**src/rtl/complex_bicg_sequencer.sv**
```systemverilog
// complex_bicg_sequencer
// Iteration controller for the complex BiCG datapath. It steps through the
// solver phases with one explicit state machine, drives level run bits into
// the vector/matrix/division units and watches their finish flags. It paces
// chunk reads during the two dot-product phases, counts iterations, and stops
// on tolerance, on the iteration limit, or on abort.
module complex_bicg_sequencer #(
  parameter int          element_width = 64,
  parameter int          no_of_units   = 8,
  parameter int          iter_width    = 16,
  parameter logic [31:0] tol_default   = 32'h283424DC
) (
  input  logic                     clk,
  input  logic                     reset,
  input  logic                     go,
  input  logic                     abort,
  input  logic [31:0]              total,
  input  logic [iter_width-1:0]    max_iter,
  input  logic                     tol_override,
  input  logic [31:0]              tol_in,
  input  logic [element_width-1:0] vxv1_result,
  input  logic [element_width-1:0] div_tol_result,
  input  logic [6:0]               finish,
  input  logic                     unit_ready,
  output logic [6:0]               phase_run,
  output logic                     rd_strobe,
  output logic [31:0]              chunk_count,
  output logic [iter_width-1:0]    iter_count,
  output logic [element_width-1:0] bnorm,
  output logic                     busy,
  output logic                     done,
  output logic                     converged,
  output logic                     timeout
);

  localparam int CHUNK_SHIFT = $clog2(no_of_units);

  typedef enum logic [3:0] {
    S_IDLE,
    S_RHO,
    S_MXV,
    S_ALPHA,
    S_UPD_XR,
    S_NORM,
    S_TOL_BETA,
    S_CHECK,
    S_P_UPD,
    S_DONE
  } state_t;

  state_t state_reg;
  state_t state_next;

  logic                   bnorm_valid_reg;
  logic [31:0]            chunk_limit;
  logic [31:0]            tol_sel;
  logic [31:0]            ratio_hi;
  logic                   abort_hit;
  logic                   go_start;
  logic                   tol_hit;
  logic                   limit_hit;
  logic                   state_change;
  logic                   chunk_state;
  logic                   chunk_state_next;
  logic [iter_width:0]    iter_plus_one;
  logic [iter_width-1:0]  iter_inc;

  // Only the upper 32 bits of the ratio take part in the tolerance compare.
  logic unused_ratio_lo;
  assign unused_ratio_lo = ^div_tol_result[element_width-33:0];

  // Number of whole chunks in the vector; a partial tail chunk is not read.
  assign chunk_limit = total >> CHUNK_SHIFT;

  assign tol_sel   = tol_override ? tol_in : tol_default;
  assign ratio_hi  = div_tol_result[element_width-1 -: 32];
  assign tol_hit   = (ratio_hi <= tol_sel);

  // Extra bit keeps iter_count+1 from wrapping onto a small max_iter value.
  assign iter_plus_one = {1'b0, iter_count} + (iter_width+1)'(1);
  assign limit_hit     = (max_iter != '0) && (iter_plus_one == {1'b0, max_iter});
  assign iter_inc      = (&iter_count) ? iter_count : iter_plus_one[iter_width-1:0];

  assign abort_hit = abort && (state_reg != S_IDLE);
  assign go_start  = go && (state_reg == S_IDLE);

  assign state_change     = (state_next != state_reg);
  assign chunk_state      = (state_reg == S_RHO) || (state_reg == S_NORM);
  assign chunk_state_next = (state_next == S_RHO) || (state_next == S_NORM);

  // One-hot run level for a state; zero for states that run no unit.
  function automatic logic [6:0] run_of(input state_t s);
    case (s)
      S_RHO:      run_of = 7'b000_0001;
      S_MXV:      run_of = 7'b000_0010;
      S_ALPHA:    run_of = 7'b000_0100;
      S_UPD_XR:   run_of = 7'b000_1000;
      S_NORM:     run_of = 7'b001_0000;
      S_TOL_BETA: run_of = 7'b010_0000;
      S_P_UPD:    run_of = 7'b100_0000;
      default:    run_of = 7'b000_0000;
    endcase
  endfunction

  // Next-state decode; abort beats every finish flag.
  always_comb begin
    state_next = state_reg;
    if (abort_hit) begin
      state_next = S_IDLE;
    end else begin
      case (state_reg)
        S_IDLE:     if (go)        state_next = S_RHO;
        S_RHO:      if (finish[0]) state_next = S_MXV;
        S_MXV:      if (finish[1]) state_next = S_ALPHA;
        S_ALPHA:    if (finish[2]) state_next = S_UPD_XR;
        S_UPD_XR:   if (finish[3]) state_next = S_NORM;
        S_NORM:     if (finish[4]) state_next = S_TOL_BETA;
        S_TOL_BETA: if (finish[5]) state_next = S_CHECK;
        S_CHECK:    state_next = (tol_hit || limit_hit) ? S_DONE : S_P_UPD;
        S_P_UPD:    if (finish[6]) state_next = S_RHO;
        S_DONE:     state_next = S_IDLE;
        default:    state_next = S_IDLE;
      endcase
    end
  end

  // State register with registered run bits and handshake status.
  always_ff @(posedge clk or negedge reset) begin
    if (!reset) begin
      state_reg <= S_IDLE;
      phase_run <= '0;
      busy      <= 1'b0;
      done      <= 1'b0;
    end else begin
      state_reg <= state_next;
      phase_run <= run_of(state_next);
      busy      <= (state_next != S_IDLE);
      done      <= (state_next == S_DONE);
    end
  end

  // Chunk-read pacing: first strobe on entry, then one per ready cycle up to N.
  always_ff @(posedge clk or negedge reset) begin
    if (!reset) begin
      rd_strobe   <= 1'b0;
      chunk_count <= '0;
    end else if (state_change) begin
      rd_strobe   <= chunk_state_next && (chunk_limit != 32'd0);
      chunk_count <= (chunk_state_next && (chunk_limit != 32'd0)) ? 32'd1 : 32'd0;
    end else if (chunk_state && unit_ready && (chunk_count < chunk_limit)) begin
      rd_strobe   <= 1'b1;
      chunk_count <= chunk_count + 32'd1;
    end else begin
      rd_strobe   <= 1'b0;
    end
  end

  // Iteration count, initial-norm latch and convergence/limit flags.
  always_ff @(posedge clk or negedge reset) begin
    if (!reset) begin
      iter_count      <= '0;
      bnorm           <= '0;
      bnorm_valid_reg <= 1'b0;
      converged       <= 1'b0;
      timeout         <= 1'b0;
    end else if (go_start) begin
      iter_count      <= '0;
      bnorm_valid_reg <= 1'b0;
      converged       <= 1'b0;
      timeout         <= 1'b0;
    end else if (!abort_hit) begin
      case (state_reg)
        S_RHO: begin
          if (finish[0] && !bnorm_valid_reg) begin
            bnorm           <= vxv1_result;
            bnorm_valid_reg <= 1'b1;
          end
        end
        S_CHECK: begin
          if (tol_hit) begin
            converged <= 1'b1;
          end else if (limit_hit) begin
            timeout    <= 1'b1;
            iter_count <= iter_inc;
          end
        end
        S_P_UPD: begin
          if (finish[6]) iter_count <= iter_inc;
        end
        default: ;
      endcase
    end
  end

endmodule
```
**config.mk**
```make
export PLATFORM = sky130hd
export DESIGN_NAME = complex_bicg_sequencer
export DESIGN_NICKNAME = d
export VERILOG_FILES = /design/src/rtl/complex_bicg_sequencer.sv
export SDC_FILE = /design/constraint.sdc
export NUM_CORES = 1
export LEC_CHECK = 0
export ABC_CLOCK_PERIOD_IN_PS = 2400
export CORE_ASPECT_RATIO = 1.1
export CORE_MARGIN = 8
export CORE_UTILIZATION = 39
export CTS_CLUSTER_DIAMETER = 30
export DETAILED_ROUTE_END_ITERATION = 8
export DONT_BUFFER_PORTS = 1
export GPL_TIMING_DRIVEN = 0
export SLEW_MARGIN = 25
export SYNTH_ARGS = -nofsm -noshare
export SYNTH_HDL_FRONTEND = slang
export SYNTH_SLANG_ARGS = --single-unit
```
**constraint.sdc**
```tcl
create_clock -name clk -period 2.4 [get_ports clk]
set_input_delay 0.48 -clock clk [delete_from_list [all_inputs] [get_ports clk]]
set_output_delay 0.48 -clock clk [all_outputs]
set_load 0.02 [all_outputs]
```
== Word-level counts from Yosys, hierarchy flattened ==
Index checks and enable logic that the tools add are counted.

* Output and inout port bits: 124
* Word-level logic and storage cells: 107
* Register bits: 129

* Mux-type cells: 38
* Reductions and logical operators: 29
* Bitwise logic cells: 2
* Magnitude comparators: 2
* Equal/unequal tests: 23
* Add/sub/neg operators: 2

{| class="wikitable"
|+ Operators by type and width
! operator !! number
|-
| 16-bit two-way mux || 6
|-
| 32-bit two-way mux || 3
|-
| 7-bit case mux with 7 select lines || 1
|-
| 4-bit two-way mux || 9
|-
| 4-bit case mux with 9 select lines || 1
|-
| 32-bit by 1-bit adder with 32-bit output (second input constant) || 1
|-
| 32-bit less-or-equal comparator || 1
|-
| 32-bit by 29-bit < comparator with 1-bit output || 1
|-
| 16-bit case mux with 2 select lines || 1
|-
| 32-bit nonzero test || 1
|-
| 4-bit by 3-bit == test with 1-bit output (second input constant) || 7
|-
| 16-bit by 1-bit adder with 17-bit output (second input constant) || 1
|-
| 17-bit by 16-bit == test with 1-bit output || 1
|-
| 1-bit two-way mux || 17
|-
| 4-bit by 2-bit == test with 1-bit output (second input constant) || 4
|-
| 16-bit AND reduction || 1
|-
| 16-bit nonzero test || 1
|-
| 4-bit == test (second input constant) || 3
|-
| 2-bit nonzero test || 6
|-
| 3-bit != test (second input constant) || 3
|-
| 4-bit by 1-bit == test with 1-bit output (second input constant) || 2
|-
| 4-bit AND reduction || 2
|-
| 4-bit nonzero test || 2
|-
| 1-bit logical AND || 7
|-
| 10 further kinds || 14
|}

== Longest topological paths before layout ==
* Word-level depth: 12
* Depth in mapped cells: 12
* Depth with buffers taken out: 10

== Worst setup path after synthesis ==
OpenSTA, ideal clock, no wires.

* Path type: in2reg
* Start: input port tol_override
* End: register chunk_count[10]
* Stages: 12
* Data required time: 2.264 ns
* Data arrival time: 3.083 ns
* Path buffers: 2
* Path slack: -0.820 ns
* Path through: clkbuf_1 nand2_1 ha_1 and4_1 nor4bb_1 nand2_1 a22o_1 or2_2 a31oi_4 xor2_2 buf_6 nor3_1

* Word-level cells in the longest chain between the ends: 8
* Elaborated cells between the ends (all ways): 9
* Those cells by class: 1 x order compare; 1 x eq/ne; 5 x mux; 2 x reduce/logical

{| class="wikitable"
|+ Ends and longest elaborated chain
! element !! line !! text
|-
| from (decl) || 19 || <nowiki>input logic tol_override,</nowiki>
|-
| 32-bit two-way mux (*) || 75 || <nowiki>assign tol_sel = tol_override ? tol_in : tol_default;</nowiki>
|-
| 32-bit less-or-equal comparator (*) || 77 || <nowiki>assign tol_hit = (ratio_hi <= tol_sel);</nowiki>
|-
| 1-bit logical OR (*) || 119 || <nowiki>S_CHECK: state_next = (tol_hit || limit_hit) ? S_DONE : S_P_UPD;</nowiki>
|-
| 1-bit two-way mux (*) || 119 ||
|-
| 4-bit case mux with 9 select lines (*) || 111 || <nowiki>case (state_reg)</nowiki>
|-
| 4-bit two-way mux (*) || 108 || <nowiki>if (abort_hit) begin</nowiki>
|-
| net state_next[0] || 52 || <nowiki>state_t state_next;</nowiki>
|-
| 4-bit != test (*) || 87 || <nowiki>assign state_change = (state_next != state_reg);</nowiki>
|-
| 32-bit two-way mux or 2-bit nonzero test (tied branches) || -- ||
|-
| to (signal assigned) || 149 || <nowiki>chunk_count <= (chunk_state_next && (chunk_limit != 32'd0)) ? 32'd1 : 32'd0;</nowiki>
|-
| to (signal assigned) || 152 || <nowiki>chunk_count <= chunk_count + 32'd1;</nowiki>
|-
| to (decl) || 27 || <nowiki>output logic [31:0] chunk_count,</nowiki>
|}

Mark *: on every way through the listed nets, which the timed path passes. The rest lies on a longest branch.
A chain may end at the register's enable or synchronous reset.

== Worst setup path in the final report ==
* Start: register iter_count[2]
* End: register iter_count[8]

* Word-level cells in the longest chain between the ends: 7
* Elaborated cells between the ends (all ways): 13
* Those cells by class: 1 x add/sub; 2 x eq/ne; 7 x mux; 3 x reduce/logical

{| class="wikitable"
|+ Ends and longest elaborated chain
! element !! line !! text
|-
| from (decl) || 28 || <nowiki>output logic [iter_width-1:0] iter_count,</nowiki>
|-
| from (signal assigned) || 184 || <nowiki>iter_count <= iter_inc;</nowiki>
|-
| from (signal assigned) || 188 || <nowiki>if (finish[6]) iter_count <= iter_inc;</nowiki>
|-
| 16-bit by 1-bit adder with 17-bit output or 16-bit AND reduction (tied branches) || 80, 82 ||
|-
| 16-bit two-way mux || 82 || <nowiki>assign iter_inc = (&iter_count) ? iter_count : iter_plus_one[iter_width-1:0];</nowiki>
|-
| 16-bit two-way mux || 182 || <nowiki>end else if (limit_hit) begin</nowiki>
|-
| 16-bit two-way mux || 180 || <nowiki>if (tol_hit) begin</nowiki>
|-
| 16-bit case mux with 2 select lines || 172 || <nowiki>case (state_reg)</nowiki>
|-
| 16-bit two-way mux || 171 || <nowiki>end else if (!abort_hit) begin</nowiki>
|-
| 16-bit two-way mux || 166 || <nowiki>end else if (go_start) begin</nowiki>
|}

Parallel ways exist; a longest one is shown, timed or not. The select of a mux whose other input is x is not followed.

==> flow_summary.yaml <==
run_status:
  outcome: "finished with violations"
  violations: "negative hold slack, negative setup slack"
clock_tree:
  clockBufferDepth: 2
  htree_levels: 4
  cts.clk_slew.worst_paths_ps: 70
  clk_latency_ps: 420
  cts.sinks: 129
  clock_tree.root_cell: "clkbuf_16"
  cts_buffers: 17
  cts_tree: "built"
synth:
  netlist.area_leader.share_pct: 40.3
  synthTopCellsByArea: "dfrtp_1, ha_1, mux2_2"
  synth_area_leader_cell: "dfrtp_1"
  syn_nets: 1093
  ys_warn_count: 0
  synth_edf_count: 0
  yosys.cell_types.count: 70
  yosysSeqAreaShare_pct: 40.3
  synthArstFlopShare_pct: 100
  synthCells: 810
  ys.flop_type: "dfrtp_1"
  syn_area_mm2: 0.00801
  synth.avg_cell_area_um2: 9.89
  synth-seq-cells: 129
timing:
  slew_headroom_pct: 57.5
  worst_slew_pin_slew_ps: 635
  hold_viol_final: 129
  worst_slack_ps: -506
  grt_setup_unrepaired: "true"
  tns_ps: -23050
  post-route-min-period_ps: 2910
  finalClockSkew_ps: 10.0
  min_period_over_period_pct: 121
  slew_viol_final: 0
  setup_viol: 57
  clock.fmax_mhz: 344
  fin_hold_ws_ps: -247
power:
  p_sw_share_pct: 40.2
  pwr-share-comb_pct: 27.1
  p_leak_nw: 4.41
  pwr-share-seq_pct: 44.1
  p_clk_share_pct: 28.8
  peakVddDrop_v: 0.000447
  power_density_mw_per_mm2: 931
  net-switching-power_mw: 3.78
  power.internal_mw: 5.64
floorplan:
  core_area_mm2: 0.0204
  num_rows: 55
  dieHeight_um: 166
  fp.dieW_um: 153
  start_util_pct: 39.3
  die-area_mm2: 0.0254
  ioPinCount: 345
global_routing:
  antenna_found_initial: 0
  grt_max_degree: 130
  grt_use_total_pct: 19.4
  grt_pass1_wl_um: 39400
  first_global_vias: 6725
  grt-ovfl-total: 0
setup_path:
  worstSetupEndpointType: "flip-flop"
  worst-path-max-fanout: 10
  r2r_start: "iter_count[2]"
  critPathRequiredTime_ps: 2690
  r2r_slack_ps: -510
  r2r_cells: 11
  startpoint_type: "flip-flop"
  path_class: "reg2reg"
  rr_endpoint: "iter_count[8]"
  worstPathArrival_ps: 3190
routing:
  drt-pass1-iter-count: 5
  drcViolationCount: 0
  drt-total-wl_um: 25700
  wire_per_inst_um: 22.6
  vias_per_cell: 5.84
  route.antenna.remaining_nets: 0
  vias: 6655
  first_iter_violations: 298
layout:
  largest_register_ffs: 64
  regMostFlops: "bnorm"
  area_growth_pct: 26.4
  stdcell_count: 1139
  layout-drive-gt1-share_pct: 32.3
  reg_top3: "bnorm: 64 flops, chunk_count: 32 flops, iter_count: 16 flops"
  fillers: 1872
  antennaDiodeCount: 0
  final_nets: 1153
placed_design:
  gp_congestion: 0.871
  placed_cells_incl_taps: 1066
  pre_cts_ws_ps: -1050
  place_hpwl_um: 19000
  place.port_buffers: 0
flow_run:
  drv_cap: 0
worst_hold_path:
  hold_path_class: "in2async"
-- layer usage --
layer | up-vias | track usage, % | part of all wire, %
met2 | 288 | 33.7 | 50
met5 | - | 0 | 0
met3 | 42 | 7.34 | 8.8
li1 | 3090 | - | -
met4 | 0 | 6.55 | 2.1
met1 | 3235 | 21.5 | 39
-- synth_stat cells (3+ instances only) --
library cell	number
nor2_1	39
a21o_1	6
nand4_2	3
inv_1	44
nor2b_1	17
xor2_1	26
ha_1	62
and2_1	3
or2_2	3
or4_1	5
o21a_1	3
nor3b_1	4
dfrtp_1	129
a21oi_1	31
a221o_1	3
and3_1	16
nand4_1	33
a22oi_1	3
o21ai_1	3
nand3b_1	4
o41ai_1	4
mux2_2	66
or3_1	3
a211oi_1	5
nand2b_1	3
o31ai_1	8
buf_2	8
nand3_1	22
and4_1	6
nor3_1	36
o2111ai_1	3
clkbuf_1	27
buf_6	3
xnor2_1	20
nor4_1	12
o21ai_0	44
nand2_1	61
-- cell families after synthesis --
family	share of synthesized area [%]
XOR/XNOR	5.51
AO/OA/AOI/OAI	11.1
adder cells (fa/ha/maj)	9.69
flip-flops	40.3
AND/OR/NAND/NOR	19.6
buffers and inverters	4.25
multiplexers	9.53
-- metrics by stage --
| step | utilization, % | total power, mW | cell area [um^2] |
|---|---|---|---|
| after floorplan | - | 5.46 | 8080 |
| after global placement | 41.2 | 6.05 | 8400 |
| after detailed placement | 41.2 | 6.12 | 8400 |
| after CTS | 47.9 | 9.38 | 9750 |
| after global routing | 49.7 | 9.89 | 10100 |
| final | 49.7 | 9.42 | 10100 |
-- layout make-up --
| class | count | area (um^2) | share of cell area (%) |
|---|---|---|---|
| Multi-Input combinational cell | 600 | 5070 | 50.1 |
| Sequential cell | 129 | 3260 | 32.2 |
| Clock buffer | 17 | 425 | 4.20 |
| Timing Repair Buffer | 43 | 390 | 3.86 |
| Tap cell | 256 | 320 | 3.17 |
| Buffer | 35 | 302 | 2.98 |
| Clock inverter | 15 | 191 | 1.89 |
| Inverter | 44 | 165 | 1.63 |
-- how the worst max path moves through the flow --
stage | end | slack [ps] | from
finish | iter_count[8] | -510 | iter_count[2]
global route | iter_count[8] | -600 | iter_count[2]
CTS | chunk_count[20] | -440 | iter_count[0]
detailed placement | chunk_count[2] | -1050 | tol_override
global placement | chunk_count[2] | -1010 | tol_override
floorplan | chunk_count[10] | -550 | tol_override
-- critical path: stages (launching register included) --
cell and delay (ps):
dfrtp_4 560, nand3_4 150, buf_4 220, xnor2_2 180, o2111ai_2 180, nor4_4 380
nand4_4 170, buf_4 180, o21a_4 250, clkbuf_16 190, o21ai_1 200, o41ai_2 100
-- timing repair --
item | in CTS | in global routing
gates resized for setup | 125 | 71
setup endpoints to repair | 123 | 95
pin swaps | 29 | 23
endpoints found under the hold margin | 129 | 129
setup buffers | 28 | 13
gates cloned | 3 | 1
-- power by group through the flow --
stage / Combinational (mW) / Sequential [mW] / Clock, mW
CTS: 2.44 / 4.16 / 2.77
detailed placement: 1.94 / 4.19 / 0
global placement: 1.89 / 4.16 / 0
finish: 2.55 / 4.15 / 2.72
floorplan: 1.54 / 3.92 / 0
global route: 2.79 / 4.23 / 2.87
-- cells in the final DEF, fill, tap and decap left out, types with 6 or more instances in the layout --
master / synthesis / layout
nor2b_1: 17 / 17
nand2_1: 61 / 59
o21ai_0: 44 / 25
nor3_2: 1 / 14
dfrtp_1: 129 / 106
nor3_1: 36 / 18
dfrtp_2: 0 / 22
mux2_2: 66 / 66
and4_1: 6 / 6
clkbuf_2: 0 / 7
buf_6: 3 / 17
clkbuf_16: 0 / 18
nand4_1: 33 / 33
inv_1: 44 / 44
o21ai_2: 1 / 8
o21ai_1: 3 / 14
nand3_1: 22 / 20
a21oi_1: 31 / 29
and3_1: 16 / 13
nor4_4: 1 / 7
buf_4: 0 / 35
nor2_1: 39 / 37
inv_6: 0 / 7
xor2_1: 26 / 25
a21o_1: 6 / 6
xnor2_1: 20 / 15
nor4_1: 12 / 6
ha_1: 62 / 59
(Power assumes the default switching activity.)
